<file path="src/rtl/dm_store_buffer_pkg.sv">
`default_nettype none
// +----------------------------------------------------------------------+
// | Module      : dm_sb_pkg                                              |
// | Description : Shared types and constants for the posted store        |
// |               buffer (entry layout, drain state, byte helpers).      |
// | Revision    : 1.0 - initial release                                  |
// +----------------------------------------------------------------------+
package dm_sb_pkg;

  localparam int SB_BYTES_PER_WORD = 4;
  localparam int SB_ADDR_W         = 7;
  // Entries hold word addresses only; the byte offset comes from the drain counter.
  localparam int SB_WADDR_W        = SB_ADDR_W - 2;

  typedef enum logic [0:0] {
    SB_IDLE  = 1'b0,
    SB_DRAIN = 1'b1
  } sb_state_t;

  typedef struct packed {
    logic                  valid;
    logic [SB_WADDR_W-1:0] waddr;
    logic [31:0]           data;
  } sb_entry_t;

  // Little-endian byte lane select of a 32-bit word.
  function automatic logic [7:0] sb_byte(input logic [31:0] word, input logic [1:0] idx);
    return word[8*idx +: 8];
  endfunction

endpackage
`default_nettype wire

</file>
<file path="src/rtl/dm_store_buffer_if.sv">
`default_nettype none
// +----------------------------------------------------------------------+
// | Module      : dm_store_buffer_if                                     |
// | Description : MEM-stage store/load port plus byte-wide memory write  |
// |               port of the store buffer.                              |
// | Revision    : 1.0 - initial release                                  |
// +----------------------------------------------------------------------+
interface dm_store_buffer_if #(
  parameter int ADDR_W = 7,
  parameter int CNT_W  = 3
);

  logic              st_valid_i;
  logic [31:0]       st_addr_i;
  logic [31:0]       st_data_i;
  logic              st_ready_o;
  logic [31:0]       ld_addr_i;
  logic [31:0]       ld_mem_data_i;
  logic [31:0]       ld_data_o;
  logic              ld_fwd_o;
  logic              mem_we_o;
  logic [ADDR_W-1:0] mem_addr_o;
  logic [7:0]        mem_wdata_o;
  logic [CNT_W-1:0]  count_o;
  logic              empty_o;

  // Pipeline / memory side that talks to the buffer.
  modport master (
    output st_valid_i, st_addr_i, st_data_i, ld_addr_i, ld_mem_data_i,
    input  st_ready_o, ld_data_o, ld_fwd_o, mem_we_o, mem_addr_o, mem_wdata_o,
    input  count_o, empty_o
  );

  // The store buffer itself.
  modport slave (
    input  st_valid_i, st_addr_i, st_data_i, ld_addr_i, ld_mem_data_i,
    output st_ready_o, ld_data_o, ld_fwd_o, mem_we_o, mem_addr_o, mem_wdata_o,
    output count_o, empty_o
  );

endinterface
`default_nettype wire

</file>
<file path="src/rtl/dm_store_buffer_drain.sv">
`default_nettype none
// +----------------------------------------------------------------------+
// | Module      : dm_sb_drain_fsm                                        |
// | Description : Drains the head store entry to byte-wide memory, one  |
// |               byte per cycle little-endian, and pulses pop after     |
// |               the last byte.                                         |
// | Revision    : 1.0 - initial release                                  |
// +----------------------------------------------------------------------+
module dm_sb_drain_fsm
  import dm_sb_pkg::*;
#(
  parameter int ADDR_W = SB_ADDR_W
) (
  input  logic              clk_i,
  input  logic              rst_i,
  input  logic              i_busy_nxt,
  input  logic [ADDR_W-3:0] i_head_waddr,
  input  logic [31:0]       i_head_data,
  output logic              o_pop,
  output logic              o_mem_we,
  output logic [ADDR_W-1:0] o_mem_addr,
  output logic [7:0]        o_mem_wdata
);

  localparam int                 c_IDX_W    = $clog2(SB_BYTES_PER_WORD);
  localparam logic [c_IDX_W-1:0] c_LAST_IDX = c_IDX_W'(SB_BYTES_PER_WORD - 1);

  sb_state_t          r_state;
  logic [c_IDX_W-1:0] r_byte_idx;
  logic               w_draining;

  // Enter DRAIN on the edge that leaves the buffer non-empty so the first
  // byte goes out in the very next cycle; byte_idx wraps naturally at 3.
  always_ff @(posedge clk_i or negedge rst_i) begin
    if (!rst_i) begin
      r_state    <= SB_IDLE;
      r_byte_idx <= '0;
    end else begin
      case (r_state)
        SB_IDLE: begin
          r_byte_idx <= '0;
          if (i_busy_nxt) r_state <= SB_DRAIN;
        end
        SB_DRAIN: begin
          r_byte_idx <= r_byte_idx + c_IDX_W'(1);
          if ((r_byte_idx == c_LAST_IDX) && !i_busy_nxt) r_state <= SB_IDLE;
        end
        default: begin
          r_state    <= SB_IDLE;
          r_byte_idx <= '0;
        end
      endcase
    end
  end

  assign w_draining  = (r_state == SB_DRAIN);
  assign o_pop       = w_draining && (r_byte_idx == c_LAST_IDX);
  assign o_mem_we    = w_draining;
  // Address/data are parked at zero outside DRAIN so reset values hold.
  assign o_mem_addr  = w_draining ? {i_head_waddr, r_byte_idx} : '0;
  assign o_mem_wdata = w_draining ? sb_byte(i_head_data, r_byte_idx) : '0;

endmodule
`default_nettype wire

</file>
<file path="src/rtl/dm_store_buffer.sv">
`default_nettype none
// +----------------------------------------------------------------------+
// | Module      : dm_store_buffer                                        |
// | Description : Posted word-store buffer in front of a byte-wide data  |
// |               memory, with youngest-match load forwarding.           |
// |               Optional: STORE_COALESCE_EN merges a store into the    |
// |               youngest non-head entry at the same word address.      |
// | Revision    : 1.0 - initial release                                  |
// +----------------------------------------------------------------------+
module dm_store_buffer
  import dm_sb_pkg::*;
#(
  parameter int DEPTH  = 4,
  parameter int ADDR_W = SB_ADDR_W,
  parameter int DATA_W = 32
) (
  input  logic             clk_i,
  input  logic             rst_i,
  dm_store_buffer_if.slave sb
);

  localparam int                 c_PTR_W   = $clog2(DEPTH);
  localparam int                 c_CNT_W   = c_PTR_W + 1;
  localparam logic [c_CNT_W-1:0] c_DEPTH   = c_CNT_W'(DEPTH);
  localparam logic [c_PTR_W-1:0] c_PTR_ONE = c_PTR_W'(1);

  sb_entry_t             r_entry [DEPTH];
  logic [c_PTR_W-1:0]    r_head;
  logic [c_PTR_W-1:0]    r_tail;
  logic [c_PTR_W-1:0]    w_idx;
  logic [c_CNT_W-1:0]    r_count;
  logic [c_CNT_W-1:0]    w_count_nxt;
  logic [SB_WADDR_W-1:0] w_st_waddr;
  logic [SB_WADDR_W-1:0] w_ld_waddr;
  logic                  w_full;
  logic                  w_coal;
  logic                  w_push;
  logic                  w_alloc;
  logic                  w_pop;
  logic                  w_busy_nxt;
  logic                  w_fwd;
  logic [DATA_W-1:0]     w_ld_data;
  logic                  w_unused_addr_bits;

  assign w_st_waddr = sb.st_addr_i[ADDR_W-1:2];
  assign w_ld_waddr = sb.ld_addr_i[ADDR_W-1:2];
  // Byte offset and bits above the memory range are ignored by design.
  assign w_unused_addr_bits = ^{sb.st_addr_i[31:ADDR_W], sb.st_addr_i[1:0],
                                sb.ld_addr_i[31:ADDR_W], sb.ld_addr_i[1:0]};

  assign w_full = (r_count == c_DEPTH);

`ifdef STORE_COALESCE_EN
  logic [c_PTR_W-1:0] w_young;
  assign w_young = r_tail - c_PTR_ONE;
  // Only merge when the youngest entry is not the one being drained.
  assign w_coal  = (r_count >= c_CNT_W'(2)) && r_entry[w_young].valid &&
                   (r_entry[w_young].waddr == w_st_waddr);
`else
  assign w_coal  = 1'b0;
`endif

  // No look-ahead on a same-edge pop: a full buffer refuses new allocations.
  assign sb.st_ready_o = !w_full || w_coal;
  assign w_push        = sb.st_valid_i && sb.st_ready_o;
  assign w_alloc       = w_push && !w_coal;

  // Occupancy after this edge; also tells the drain FSM whether work remains.
  always_comb begin
    w_count_nxt = r_count;
    case ({w_alloc, w_pop})
      2'b10:   w_count_nxt = r_count + c_CNT_W'(1);
      2'b01:   w_count_nxt = r_count - c_CNT_W'(1);
      default: w_count_nxt = r_count;
    endcase
  end

  assign w_busy_nxt = (w_count_nxt != '0);

  // FIFO storage: pop clears the head, allocation writes the tail.
  always_ff @(posedge clk_i or negedge rst_i) begin
    if (!rst_i) begin
      r_head  <= '0;
      r_tail  <= '0;
      r_count <= '0;
      for (int i = 0; i < DEPTH; i++) r_entry[i] <= '0;
    end else begin
      if (w_pop) begin
        r_entry[r_head].valid <= 1'b0;
        r_head                <= r_head + c_PTR_ONE;
      end
      if (w_alloc) begin
        r_entry[r_tail] <= '{valid: 1'b1, waddr: w_st_waddr, data: sb.st_data_i};
        r_tail          <= r_tail + c_PTR_ONE;
      end
`ifdef STORE_COALESCE_EN
      if (w_push && w_coal) r_entry[w_young].data <= sb.st_data_i;
`endif
      r_count <= w_count_nxt;
    end
  end

  // Walk entries oldest to youngest so the youngest match overrides.
  always_comb begin
    w_ld_data = sb.ld_mem_data_i;
    w_fwd     = 1'b0;
    w_idx     = r_head;
    for (int i = 0; i < DEPTH; i++) begin
      w_idx = r_head + c_PTR_W'(i);
      if (r_entry[w_idx].valid && (r_entry[w_idx].waddr == w_ld_waddr)) begin
        w_ld_data = r_entry[w_idx].data;
        w_fwd     = 1'b1;
      end
    end
  end

  assign sb.ld_data_o = w_ld_data;
  assign sb.ld_fwd_o  = w_fwd;
  assign sb.count_o   = r_count;
  assign sb.empty_o   = (r_count == '0);

  dm_sb_drain_fsm #(
    .ADDR_W (ADDR_W)
  ) u_drain (
    .clk_i        (clk_i),
    .rst_i        (rst_i),
    .i_busy_nxt   (w_busy_nxt),
    .i_head_waddr (r_entry[r_head].waddr),
    .i_head_data  (r_entry[r_head].data),
    .o_pop        (w_pop),
    .o_mem_we     (sb.mem_we_o),
    .o_mem_addr   (sb.mem_addr_o),
    .o_mem_wdata  (sb.mem_wdata_o)
  );

endmodule
`default_nettype wire

</file>
<file path="src/flat_wrapper.sv">
// flat-port wrapper written by rule: the top's interface ports become plain ports
module dm_store_buffer_flat import dm_sb_pkg::*;
#(
  parameter int DEPTH  = 4,
  parameter int ADDR_W = SB_ADDR_W,
  parameter int DATA_W = 32
)
  (clk_i, rst_i, sb_st_valid_i, sb_st_addr_i, sb_st_data_i, sb_ld_addr_i, sb_ld_mem_data_i, sb_st_ready_o, sb_ld_data_o, sb_ld_fwd_o, sb_mem_we_o, sb_mem_addr_o, sb_mem_wdata_o, sb_count_o, sb_empty_o);
  dm_store_buffer_if #(.ADDR_W(ADDR_W), .CNT_W(($clog2(DEPTH) + 1))) sb_i ();
  input  logic clk_i;
  input  logic rst_i;
  input wire logic [$bits(sb_i.st_valid_i)-1:0] sb_st_valid_i;
  input wire logic [$bits(sb_i.st_addr_i)-1:0] sb_st_addr_i;
  input wire logic [$bits(sb_i.st_data_i)-1:0] sb_st_data_i;
  input wire logic [$bits(sb_i.ld_addr_i)-1:0] sb_ld_addr_i;
  input wire logic [$bits(sb_i.ld_mem_data_i)-1:0] sb_ld_mem_data_i;
  output wire logic [$bits(sb_i.st_ready_o)-1:0] sb_st_ready_o;
  output wire logic [$bits(sb_i.ld_data_o)-1:0] sb_ld_data_o;
  output wire logic [$bits(sb_i.ld_fwd_o)-1:0] sb_ld_fwd_o;
  output wire logic [$bits(sb_i.mem_we_o)-1:0] sb_mem_we_o;
  output wire logic [$bits(sb_i.mem_addr_o)-1:0] sb_mem_addr_o;
  output wire logic [$bits(sb_i.mem_wdata_o)-1:0] sb_mem_wdata_o;
  output wire logic [$bits(sb_i.count_o)-1:0] sb_count_o;
  output wire logic [$bits(sb_i.empty_o)-1:0] sb_empty_o;
  assign sb_i.st_valid_i = sb_st_valid_i;
  assign sb_i.st_addr_i = sb_st_addr_i;
  assign sb_i.st_data_i = sb_st_data_i;
  assign sb_i.ld_addr_i = sb_ld_addr_i;
  assign sb_i.ld_mem_data_i = sb_ld_mem_data_i;
  assign sb_st_ready_o = sb_i.st_ready_o;
  assign sb_ld_data_o = sb_i.ld_data_o;
  assign sb_ld_fwd_o = sb_i.ld_fwd_o;
  assign sb_mem_we_o = sb_i.mem_we_o;
  assign sb_mem_addr_o = sb_i.mem_addr_o;
  assign sb_mem_wdata_o = sb_i.mem_wdata_o;
  assign sb_count_o = sb_i.count_o;
  assign sb_empty_o = sb_i.empty_o;
  dm_store_buffer #(.DEPTH(DEPTH), .ADDR_W(ADDR_W), .DATA_W(DATA_W)) u_core (.clk_i(clk_i), .rst_i(rst_i), .sb(sb_i));
endmodule
</file>
<file path="config.mk">
export PLATFORM = sky130hd
export DESIGN_NAME = dm_store_buffer_flat
export DESIGN_NICKNAME = d
export VERILOG_FILES = /design/src/rtl/dm_store_buffer_pkg.sv /design/src/rtl/dm_store_buffer_if.sv /design/src/rtl/dm_store_buffer_drain.sv /design/src/rtl/dm_store_buffer.sv /design/src/flat_wrapper.sv
export SDC_FILE = /design/constraint.sdc
export NUM_CORES = 1
export LEC_CHECK = 0
export ABC_AREA = 1
export BUFFER_PORTS_ARGS = -buffer_cell sky130_fd_sc_hd__buf_4
export CAP_MARGIN = 10
export CORE_ASPECT_RATIO = 2
export CORE_MARGIN = 10
export CORE_UTILIZATION = 45
export CTS_CLUSTER_DIAMETER = 40
export DETAILED_ROUTE_END_ITERATION = 12
export PLACE_DENSITY = 0.68
export SLEW_MARGIN = 20
export SYNTH_ARGS = -nofsm -noshare
export SYNTH_HDL_FRONTEND = slang
export SYNTH_SLANG_ARGS = --single-unit
</file>
<file path="constraint.sdc">
create_clock -name clk_i -period 9.2 [get_ports clk_i]
set_clock_uncertainty 0.05 [all_clocks]
set_input_delay 0.92 -clock clk_i [delete_from_list [all_inputs] [get_ports clk_i]]
set_output_delay 0.92 -clock clk_i [all_outputs]
set_load 0.005 [all_outputs]
</file>
==> flow_metrics.env, run 1 <==
export IMPL_clock_network_latency_to_the_later_pin_of_the_worst_skew_pair_ns=0.45
export IMPL_status="finished, final reports clean"
export IMPL_grt_pass1_vias=12013
export IMPL_maximum_number_of_pins_on_one_net_before_global_route_repair=116
export IMPL_yosysWarningCount=0
export IMPL_die_height_um=247.9
export IMPL_root_buffer="clkbuf_16"
export IMPL_synth_yosys_seq_area_share_pct=34.68
export IMPL_mostFrequentLayoutCells="nand2_1, o21ai_0, dfrtp_1"
export IMPL_post_drt_wl_per_cell_um=17.12
export IMPL_whs_path_depth=2
export IMPL_number_of_gates_given_a_new_drive_strength_after_cts=0
export IMPL_final_net_count=2043
export IMPL_ctsHoldBuffers=0
export IMPL_setup_viol_count_final=0
export IMPL_startpoint_type="flip-flop"
export IMPL_synth_ff_latch_count=162
export IMPL_dp_final_hpwl_mm=25.28
export IMPL_drive_gt1_share_pct=10.34
export IMPL_post_drt_via_cell_ratio=5.482
export IMPL_rr_endpoint="u_core.r_head[1]"
export IMPL_met1_usage_pct=25.03
export IMPL_yosysTopAreaCell="dfrtp_1"
export IMPL_antenna_left=0
export IMPL_drt_first_pass_iters=6
export IMPL_power_density_cell_area_nw_per_um2=441.6
export IMPL_worst_flop_to_flop_path_startpoint="u_core.r_head[0]"
export IMPL_syn_mean_instance_area_sq_um=6.247
export IMPL_grt_overflow_total=0
export IMPL_ys_types=28
export IMPL_detailedPlace_worstSlack_ns=2.363
export IMPL_finish_instance_area_sq_um=13220
export IMPL_yosys_most_used_dff="dfrtp_1"
export IMPL_tns_ns=0
export IMPL_ioPinCount=185
export IMPL_routabilityCongestion=0.8606
export IMPL_fmax_ghz=0.1343
export IMPL_timing_final_hold_violations=0
export IMPL_timing_critical_path_arrival_ns=6.48
export IMPL_met3_track_demand_over_resource_in_global_routing_pct=4.010
export IMPL_reg2reg_setup_slack_ns=5.52
export IMPL_tmin_final_ns=7.447
export IMPL_grt_first_pass_wirelength_mm=61.21
export IMPL_design_core_area_sq_um=25650
export IMPL_tightestPinTransition_ns=1.088
export IMPL_timing_critical_path_from="u_core.r_head[0]"
export IMPL_crit_path_end="sb_ld_data_o[31]"
export IMPL_globalRouteTotalUtil_pct=23.10
export IMPL_static_leakage_power_nw=6.846
export IMPL_number_of_enable_flip_flop_cells_after_synthesis=0
export IMPL_std_cell_rows=83
export IMPL_drc=0
export IMPL_maxSlewHeadroom_pct=27.40
export IMPL_end_kind="output pin"
export IMPL_required_time_of_the_critical_path_ns=8.23
export IMPL_cts_repair_timing_setup_buffer_count=0
export IMPL_timing_final_crit_share_pct=80.95
export IMPL_postSynth_asyncResetShare_pct=100.0
export IMPL_area_growth_synth_to_final_pct=13.13
export IMPL_max_vdd_ir_drop_mv=0.2672
export IMPL_total_vias_in_the_final_route=12356
export IMPL_syn_instance_count=1871
export IMPL_die_width_um=134.0
export IMPL_final_critical_path_setup_slack_ns=1.753
export IMPL_h_tree_depth=4
export IMPL_clock_sinks=162
export IMPL_drv_max_cap_violation_count=0
export IMPL_cts_buffers_inserted=17
export IMPL_cts_tree="done"
export IMPL_report_final_slew_viol_count=0
export IMPL_layout_commonest_cell="nand2_1"
export IMPL_detailedRoute_firstIterationViolations=985
export IMPL_grt_setup_unrepaired="false"
export IMPL_cts_reportedPaths_clkPinSlew_ns=0.06
export IMPL_synth_area_leaders="dfrtp_1, nand2_1, o21ai_0, nand3_1, inv_1"
export IMPL_reg2regPathDepth=5
export IMPL_detail_route_wirelength_mm=38.58
export IMPL_diodes=0
export IMPL_mappedNetlistNets=2013
export IMPL_dpl_cell_area_sq_um=12650
export IMPL_worst_path_max_fanout=115
export IMPL_critical_path_class="flip-flop to output pin"
export IMPL_port_buffers=130
export IMPL_synth_top_cell_area_share_pct=34.68
export IMPL_post_synth_design_cell_area_sq_um=11690
export IMPL_globalRoute_busiestLayer="met2"
export IMPL_number_of_antenna_violations_at_the_first_check_in_global_routing=0
export IMPL_groute_layer_met2_usage_pct=41.03
export IMPL_min_path_type="flip-flop to flip-flop"
export IMPL_max_clock_path_buffers=2
export IMPL_initial_core_util_pct=45.57
export IMPL_dieArea_sq_um=33210
==> worst max-delay path, stage by stage (launching register included) <==
cell	delay (ns)
dfrtp_4	1.11
inv_2	0.59
ha_2	0.50
buf_4	0.62
inv_2	0.42
o211ai_1	0.25
nand2_1	0.07
nand2_1	0.10
nand2_1	0.08
nor2_2	0.07
buf_4	0.33
nand3_2	0.90
nand3_1	0.50
nand3_1	0.12
nand2_1	0.09
nand2_1	0.07
buf_4	0.14
==> logic make-up after synthesis <==
family	after synthesis	share of synthesized area, %
AOI/OAI and AO/OA	416	17.92
xor gates and xnor gates	6	0.4496
adders and majority gates	11	1.242
buffers and inverters	297	10.34
DFF	162	34.68
muxes	21	1.798
and+or+nand+nor	958	33.57
==> cell usage after synthesis, drive strengths merged (5+ instances only) <==
cell	number
mux2i	21
inv	161
ha	10
dfrtp	162
a21oi	11
o21ai	400
clkbuf	63
buf	73
nand2	632
nor2	146
o211ai	5
nand3	120
nand4	54
==> final cells by class <==
type | count | area, sq um
Fill cell | 2687 | 12430
Inverter | 161 | 605.6
Timing Repair Buffer | 147 | 1107
Sequential cell | 162 | 4058
Clock buffer | 19 | 442.9
Multi-Input combinational cell | 1412 | 6456
Clock inverter | 13 | 128.9
Tap cell | 340 | 425.4
==> power breakdown <==
part | leakage [nW] | total, mW | internal [mW] | switching, mW
logic | 4.56 | 3.78 | 1.28 | 2.50
clock network | 0.268 | 0.710 | 0.384 | 0.327
registers | 2.01 | 1.35 | 1.05 | 0.302
total | 6.85 | 5.84 | 2.71 | 3.13
==> per-stage QoR <==
step	power (mW)	hold WS [ns]	utilization (%)	cells
finish	5.840	0.4342	51.55	2254
global route	6.407	0.4536	51.55	2254
CTS	5.833	0.4387	51.55	2254
detailed placement	5.110	0.4224	49.32	2222
global placement	5.026	0.4164	49.32	2222
floorplan	3.847	0.4030	-	1871
==> layer usage <==
metal,part of all wire [%],vias up
met4,5.2,0
met3,5.2,105
met5,0,-
li1,-,6101
met1,39,5766
met2,51,384
==> sequential cells by signal, indices dropped and copies added (netlist names) <==
signal / cells
u_core.r_tail: 2
u_core.r_head: 2
u_core.u_drain.r_byte_idx: 2
u_core.r_entry: 152
u_core.sb.count_o: 3
u_core.u_drain.o_mem_we: 1
==> worst min-delay path by stage <==
stage	slack, ns	start	to
detailed placement	0.42	u_core.r_entry[104]	u_core.r_entry[104]
CTS	0.44	u_core.r_entry[89]	u_core.r_entry[89]
global placement	0.42	u_core.r_entry[101]	u_core.r_entry[101]
floorplan	0.40	u_core.r_entry[100]	u_core.r_entry[100]
global route	0.45	u_core.r_entry[102]	u_core.r_entry[102]
finish	0.43	u_core.r_entry[64]	u_core.r_entry[64]
No activity file was read; power rests on OpenSTA's default activity.
==> run 2, diff against run 1 <==
==> constraint.sdc (replaced) <==
create_clock -name clk_i -period 7.2 [get_ports clk_i]
set_clock_uncertainty 0.05 [all_clocks]
set_input_delay 0.72 -clock clk_i [delete_from_list [all_inputs] [get_ports clk_i]]
set_output_delay 0.72 -clock clk_i [all_outputs]
set_load 0.005 [all_outputs]
==> run 2 against run 1 <==
Non-clock buffer count is 4 higher. Largest power group unchanged. Global-route usage down 0.36 points. Count of clock-buffer cells in the layout down 2. Utilization rose by 0.063 points. Die area is the same. Critical path depth is 1 lower.
==> flow_metrics.env, run 2 (same netlist as run 1, synthesis figures left out) <==
export IMPL_end_kind="output pin"
export IMPL_timing_critical_path_arrival_ns=5.82
export IMPL_detailedRoute_firstIterationViolations=1143
export IMPL_critical_path_class="flip-flop to output pin"
export IMPL_port_buffers=130
export IMPL_drt_first_pass_iters=5
export IMPL_status="finished, final reports clean"
export IMPL_startpoint_type="flip-flop"
export IMPL_detailedPlace_worstSlack_ns=1.244
export IMPL_power_density_cell_area_nw_per_um2=562.2
export IMPL_met1_usage_pct=25.05
export IMPL_path_cells="clkinv_2 > ha_2 > inv_2 > o211ai_1 > nand2_1 > nand2_1 > nand2_1 > nor2_2 > buf_4 > nand3_2 > nand3_1 > nand3_1 > nand2_1 > nand2_1 > buf_4"
export IMPL_groute_layer_met2_usage_pct=40.94
export IMPL_die_height_um=247.9
export IMPL_largest_register_ff_count=152
export IMPL_critPathMaxStageDelay_ns=1.02
export IMPL_std_cell_rows=83
export IMPL_ioPinCount=185
export IMPL_initial_core_util_pct=45.57
export IMPL_reg2reg_setup_slack_ns=3.66
export IMPL_numPlacedInstances=2226
export IMPL_number_of_gates_given_a_new_drive_strength_after_cts=0
export IMPL_required_time_of_the_critical_path_ns=6.43
export IMPL_max_vdd_ir_drop_mv=0.4930
export IMPL_grt_first_pass_wirelength_mm=60.53
export IMPL_worst_path_max_fanout=44
export IMPL_grt_overflow_total=0
export IMPL_regArea_sq_um=4058
export IMPL_fmax_ghz=0.1518
export IMPL_timing_hold_ws_ns=0.2906
export IMPL_setup_viol_count_final=0
export IMPL_static_leakage_power_nw=6.854
export IMPL_grt_setup_unrepaired="false"
export IMPL_cts_buffers_inserted=17
export IMPL_report_final_slew_viol_count=0
export IMPL_layout_commonest_cell="nand2_1"
export IMPL_root_buffer="clkbuf_16"
export IMPL_critical_path_slowest_cell="ha_2"
export IMPL_stdcell_count=2258
export IMPL_min_path_type="primary input to asynchronous set/reset pin"
export IMPL_utilization_pct=51.62
export IMPL_h_tree_depth=4
export IMPL_timing_final_crit_share_pct=91.51
export IMPL_maxSlewHeadroom_pct=29.16
export IMPL_design_core_area_sq_um=25650
export IMPL_cts_tree="done"
export IMPL_dp_final_hpwl_mm=25.19
export IMPL_diodes=0
export IMPL_nFillCells=2632
export IMPL_die_width_um=134.0
export IMPL_max_clock_path_buffers=2
export IMPL_max_flop_register="u_core.r_entry"
export IMPL_p_total_mw=7.443
export IMPL_tightestPinTransition_ns=1.061
export IMPL_timing_final_hold_violations=0
export IMPL_detail_route_wirelength_mm=38.13
export IMPL_total_vias_in_the_final_route=12361
export IMPL_cts_repair_timing_setup_buffer_count=0
export IMPL_finish_instance_area_sq_um=13240
export IMPL_crit_path_frequent_cell="nand2_1"
export IMPL_area_growth_synth_to_final_pct=13.27
export IMPL_clock_network_latency_to_the_later_pin_of_the_worst_skew_pair_ns=0.44
export IMPL_post_drt_via_cell_ratio=5.474
export IMPL_drc=0
export IMPL_tns_ns=0
export IMPL_met3_track_demand_over_resource_in_global_routing_pct=3.868
export IMPL_dieArea_sq_um=33210
export IMPL_clock_sinks=162
export IMPL_routabilityCongestion=0.8571
export IMPL_maximum_number_of_pins_on_one_net_before_global_route_repair=131
export IMPL_antenna_left=0
export IMPL_worst_flop_to_flop_path_startpoint="u_core.r_head[1]"
export IMPL_final_critical_path_setup_slack_ns=0.6112
export IMPL_rr_endpoint="u_core.r_head[1]"
export IMPL_post_drt_wl_per_cell_um=16.89
export IMPL_tmin_final_ns=6.589
export IMPL_globalRoute_busiestLayer="met2"
export IMPL_reg2regPathDepth=5
export IMPL_mostFrequentLayoutCells="nand2_1, o21ai_0, dfrtp_1"
export IMPL_grt_pass1_vias=11779
export IMPL_ctsHoldBuffers=0
export IMPL_final_net_count=2047
export IMPL_globalRouteTotalUtil_pct=22.73
export IMPL_dpl_cell_area_sq_um=12670
export IMPL_multi_input_area_sq_um=6446
export IMPL_drv_max_cap_violation_count=0
export IMPL_cts_reportedPaths_clkPinSlew_ns=0.07
export IMPL_drive_gt1_share_pct=10.58
export IMPL_number_of_antenna_violations_at_the_first_check_in_global_routing=0
[run 2: cell types whose count changed in the layout (fill, tap and decap cells not counted), moves of 2 or more]
cell | before | now
clkinv_4 | 4 | 1
nand2_4 | 2 | 0
inv_8 | 1 | 3
buf_4 | 146 | 149
inv_6 | 2 | 6
nand2_2 | 3 | 5
[run 2: worst max-delay path by stage]
stage / from / end / depth (start not counted)
after floorplan: u_core.r_head[1] / sb_ld_data_o[15] / 18
after global placement: u_core.r_head[1] / sb_ld_data_o[31] / 15
after detailed placement: u_core.r_head[1] / sb_ld_data_o[31] / 15
after CTS: u_core.r_head[1] / sb_ld_data_o[31] / 15
after global routing: u_core.r_head[1] / sb_ld_data_o[31] / 15
final: u_core.r_head[1] / sb_ld_data_o[31] / 15
[run 2: where the power goes]
group / internal (mW) / total [mW] / switching [mW]
sequential: 1.34 / 1.63 / 0.297
clock: 0.457 / 0.880 / 0.423
combinational: 1.65 / 4.93 / 3.28
total: 3.44 / 7.44 / 4.00
[run 2: final cells by class]
class	instances	area share, %
Sequential cell	162	30.65
Multi-Input combinational cell	1412	48.69
Inverter	161	4.574
Tap cell	340	3.213
Clock buffer	17	3.213
Clock inverter	15	1.049
Timing Repair Buffer	151	8.618
[run 2: critical path: cells and delay by family (launching register included)]
kind	cells	cell delay, ns
buf+inv	4	1.41
flops	1	0.77
compound gates	1	0.19
fa+ha+maj	1	1.02
simple gates	9	1.95
[run 2: per-layer routing]
metal	vias to the layer above	share of wire (%)
met5	-	0
met4	0	4.4
met3	88	5.7
met2	427	51
met1	5731	38
li1	6115	-
